File: config.mk
export PLATFORM = sky130hd
export DESIGN_NAME = jtframe_dcins
export DESIGN_NICKNAME = d
export VERILOG_FILES = /design/src/rtl/jtframe_dcins.sv
export SDC_FILE = /design/constraint.sdc
export NUM_CORES = 1
export LEC_CHECK = 0
export ABC_CLOCK_PERIOD_IN_PS = 5400
export BUFFER_PORTS_ARGS = -buffer_cell sky130_fd_sc_hd__buf_2
export CAP_MARGIN = 20
export CORE_MARGIN = 2
export CORE_UTILIZATION = 55
export CTS_CLUSTER_DIAMETER = 80
export CTS_CLUSTER_SIZE = 8
export DETAILED_ROUTE_END_ITERATION = 10
export GPL_ROUTABILITY_DRIVEN = 0
export HOLD_SLACK_MARGIN = 0.15
export PLACE_DENSITY = 0.76
export SYNTH_ARGS = -nofsm -noshare
export SYNTH_HDL_FRONTEND = slang
export SYNTH_SLANG_ARGS = --single-unit
File: constraint.sdc
create_clock -name clk -period 5.4 [get_ports clk]
set_input_delay 1.08 -clock clk [delete_from_list [all_inputs] [get_ports clk]]
set_output_delay 1.08 -clock clk [all_outputs]
set_load 0.005 [all_outputs]
File: src/rtl/jtframe_dcins.sv
// DC re-insertion for the audio path: signed din becomes unsigned dout centred on midscale, with a slow anti-pop offset ramp.
// Outputs register one clock after each sample strobe; there is no backpressure, only the strobe advances the stage.
module jtframe_dcins #(
  parameter int SW = 8,
  parameter int RS = 2
) (
  input  logic          clk,
  input  logic          rst,
  input  logic          sample,
  input  logic          mute,
  input  logic [SW-1:0] din,
  output logic [SW-1:0] dout,
  output logic          ready
);

  localparam int OW = SW + RS;
  localparam logic [OW-1:0] MID  = {1'b1, {(OW-1){1'b0}}};
  localparam logic [OW-1:0] ONE  = {{(OW-1){1'b0}}, 1'b1};
  localparam logic [OW-1:0] ZERO = '0;

  typedef enum logic [1:0] {
    IDLE,
    UP,
    RUN,
    DOWN
  } state_t;

  state_t        st, st_nx;
  logic [OW-1:0] ofs, ofs_nx;
  logic [SW-1:0] dout_nx;

  always_comb begin
    st_nx   = st;
    ofs_nx  = ofs;
    dout_nx = dout;
    if (sample) begin
      case (st)
        IDLE: if (!mute) begin
          st_nx  = UP;
          ofs_nx = ONE;
        end
        UP: if (mute) begin
          st_nx  = DOWN;
          ofs_nx = ofs - ONE;
        end else begin
          ofs_nx = ofs + ONE;
        end
        RUN: if (mute) begin
          st_nx  = DOWN;
          ofs_nx = MID - ONE;
        end
        DOWN: if (!mute) begin
          st_nx  = UP;
          ofs_nx = ofs + ONE;
        end else begin
          ofs_nx = ofs - ONE;
        end
        default: st_nx = IDLE;
      endcase
      // A ramp ends the moment the offset lands on either rail, whichever direction got it there.
      if (st_nx == UP && ofs_nx == MID) st_nx = RUN;
      if (st_nx == DOWN && ofs_nx == ZERO) st_nx = IDLE;

      case (st_nx)
        IDLE:    dout_nx = '0;
        RUN:     dout_nx = {~din[SW-1], din[SW-2:0]};
        default: dout_nx = ofs_nx[OW-1:RS];
      endcase
    end
  end

  always_ff @(posedge clk) begin
    if (rst) begin
      st    <= IDLE;
      ofs   <= '0;
      dout  <= '0;
      ready <= 1'b0;
    end else if (sample) begin
      st    <= st_nx;
      ofs   <= ofs_nx;
      dout  <= dout_nx;
      ready <= (st_nx == RUN);
    end
  end

endmodule

==> results.yml <==
cells_and_area:
  seqCellArea_um2: 420
  drive_gt1_frac: 0.152
  fin_nets: 279
  multiInputGateArea_mm2: 0.00128
  diodes: 0
  utilization: 0.629
  final_cell_count_no_fill: 287
  nFillCells: 298
  area_growth_pct: 6.63
die:
  start_util: 0.590
  ios: 21
  core.rowCount: 20
  core_mm2: 0.00310
  dieHeight_um: 61.7
  die_area_mm2: 0.00380
  die_w_um: 61.7
drt:
  drt-pass1-iter-count: 5
  drt_iter0_drc: 197
  totalWireLength_mm: 4.60
  avgRoutedWirePerCell_um: 16.0
  via_per_inst: 6.00
  route.vias.total: 1723
  drtAntennaViolNets: 0
  drcViolationCount: 0
placed_design:
  dp_hpwl_mm: 3.54
  placed_cells: 283
  post-place-ws_ns: 1.03
  io_buffers: 20
cts:
  cts_tree: "built"
  cts_hold_buffers: 0
  cts_buffers: 3
  htree_levels: 1
  cts_setup_buffers: 0
  cts_num_sinks: 21
  clk_pin_slew_ns: 0.13
  cts_max_path_buffers: 2
  clock-root-buffer: "clkbuf_4"
  cts_resized: 0
  clock_latency_ns: 0.31
synth:
  ys_types: 53
  syn_avg_cell_area_um2: 8.09
  seq_area_frac_synth: 0.230
  synth_compound_area_frac: 0.286
  synth_simple_gate_area_share: 0.198
  netlist_area_mm2: 0.00183
  synth_cells: 226
  synth_seq_cells: 21
  ys_async_sr_fraction: 0
  synth_top_family_by_area: "compound AO/OA/AOI/OAI gates"
  synth_ff_type: "dfxtp_1"
  synth_fa_ha_area_frac: 0.161
  synth_nets: 261
  ys_warn_count: 0
  synth-edff-count: 0
  synthXorXnorAreaFrac: 0.0239
  synth_mux_area_frac: 0.0287
sta:
  tightestPinTransition_ns: 0.740
  finClkSkew_ns: 0.0131
  period_minus_slack_ns: 4.12
  finalSetupTns_ns: 0
  max_freq_mhz: 243
  maxSlewHeadroom: 0.507
  rsz0062_at_grt: "no"
  setup_viol: 0
  finalWorstSetupSlack_ns: 1.28
  hold_viol_final: 0
  finalMaxSlewViolations: 0
  period_share: 0.762
setup_path:
  cp.required_ns: 5.61
  cp-start-kind: "input pin"
  critPathKind: "input pin to flop"
  crit_fanout: 13
  arrival_ns: 4.33
  crit-reg2reg-launch: "st[0]"
  critPathLaunch: "mute"
  critPathCaptureType: "flop"
grt:
  grt_max_degree: 22
  antenna_found_initial: 0
  gr-total-overflow: 0
  grt_use_total: 0.260
  grt_pass1_vias: 1471
  grt_pass1_wl_mm: 7.31
power_and_ir_drop:
  ir_worst_vdd_mv: 0.228
  power_density_mw_per_mm2: 361
  p_leak_nw: 0.826
worst_hold_path:
  hold_path_class: "flop to flop"
  min_from: "dout[7]"
status:
  outcome: "completed"
run:
  drv_cap: 0
## power by group
group	internal [W]	switching, W
clock	0.0000289	0.0000488
sequential	0.000180	0.0000238
combinational	0.000154	0.000268
total	0.000363	0.000340
## registers in the layout (all words and copies together) (netlist names)
signal and flops:
ofs 10, st 2, dout 8, ready 1
## worst paths after layout
check        endpoint  slack (ns)  depth (start not counted)
min           dout[7]        0.46                          2
max           dout[6]        1.28                         11
max reg2reg   dout[6]        1.87                          9
min reg2reg   dout[7]        0.46                          2
## cell type report
cell class,count,area share
clock buffer,4,0.0135
multi-input combinational,180,0.655
tap,44,0.0282
sequential,21,0.216
inverter,17,0.0327
timing repair buffer,21,0.0552
## through the flow
step                      power [W]  instance area, um2  hold slack (ns)
after CTS                  0.000694                1950            0.472
after global placement     0.000614                1920            0.440
after floorplan            0.000536                1830            0.450
after global routing       0.000753                1950            0.492
final                      0.000703                1950            0.465
after detailed placement   0.000618                1920            0.447
## cells in the final DEF (no fill, tap or decap), types with 2 or more instances in the layout
cell type / count
a21o_1: 3
clkbuf_4: 3
nand3_1: 6
buf_2: 20
nand2b_1: 2
mux2i_1: 3
nor3b_1: 2
a211o_1: 2
ha_1: 22
nor2_1: 30
a31oi_1: 4
mux2_2: 2
dfxtp_1: 21
o21ba_2: 2
a211oi_1: 9
o21ai_0: 10
a22oi_1: 6
a21oi_1: 7
o21a_1: 3
o211ai_1: 6
nand4_1: 5
o22ai_1: 2
a221oi_2: 2
xor2_1: 4
nor3_1: 8
o32ai_1: 3
inv_1: 16
o21bai_1: 2
nand2_1: 16
## synthesized netlist by cell type, drive strengths merged (3+ instances only)
library cell / count / area (um2)
nor3: 8 / 40.0
clkbuf: 4 / 35.0
nand4: 5 / 31.3
buf: 3 / 23.8
a21oi: 8 / 43.8
a211oi: 10 / 80.1
nor2: 30 / 113
o21a: 3 / 22.5
xor2: 4 / 35.0
o21ai: 11 / 55.1
a31oi: 4 / 25.0
inv: 16 / 60.1
dfxtp: 21 / 420
nand3: 6 / 30.0
nand2: 16 / 60.1
o211ai: 6 / 45.0
mux2i: 3 / 30.0
a22oi: 6 / 45.0
o32ai: 3 / 26.3
a21o: 4 / 31.3
ha: 22 / 275
## kinds of logic (layout without fill, tap and decap cells)
| kind of cell | count (synthesis) | after routing |
|---|---|---|
| AND/OR/NAND/NOR | 76 | 76 |
| AO/OA/AOI/OAI | 71 | 71 |
| buffers and inverters | 25 | 42 |
| adder cells (fa/ha/maj) | 23 | 23 |
| flip-flops | 21 | 21 |
| XOR/XNOR | 5 | 5 |
| multiplexers | 5 | 5 |
## worst max-delay path, stage by stage
cell,delay [ns]
buf_2,0.25
inv_1,0.27
fa_1,0.52
nand2b_1,0.20
a21oi_2,0.22
nor2_1,0.08
a221oi_2,0.45
nand4_1,0.22
nor4_4,0.48
a31oi_1,0.25
o32ai_1,0.29
## layer usage
layer / vias up / GRT usage / part of all wire
met3: 8 / 0.0315 / 0.051
met4: 0 / 0.0729 / 0.017
li1: 864 / - / -
met2: 77 / 0.356 / 0.43
met1: 774 / 0.419 / 0.50
met5: - / 0 / 0
Power figures use the tool's default switching activity.
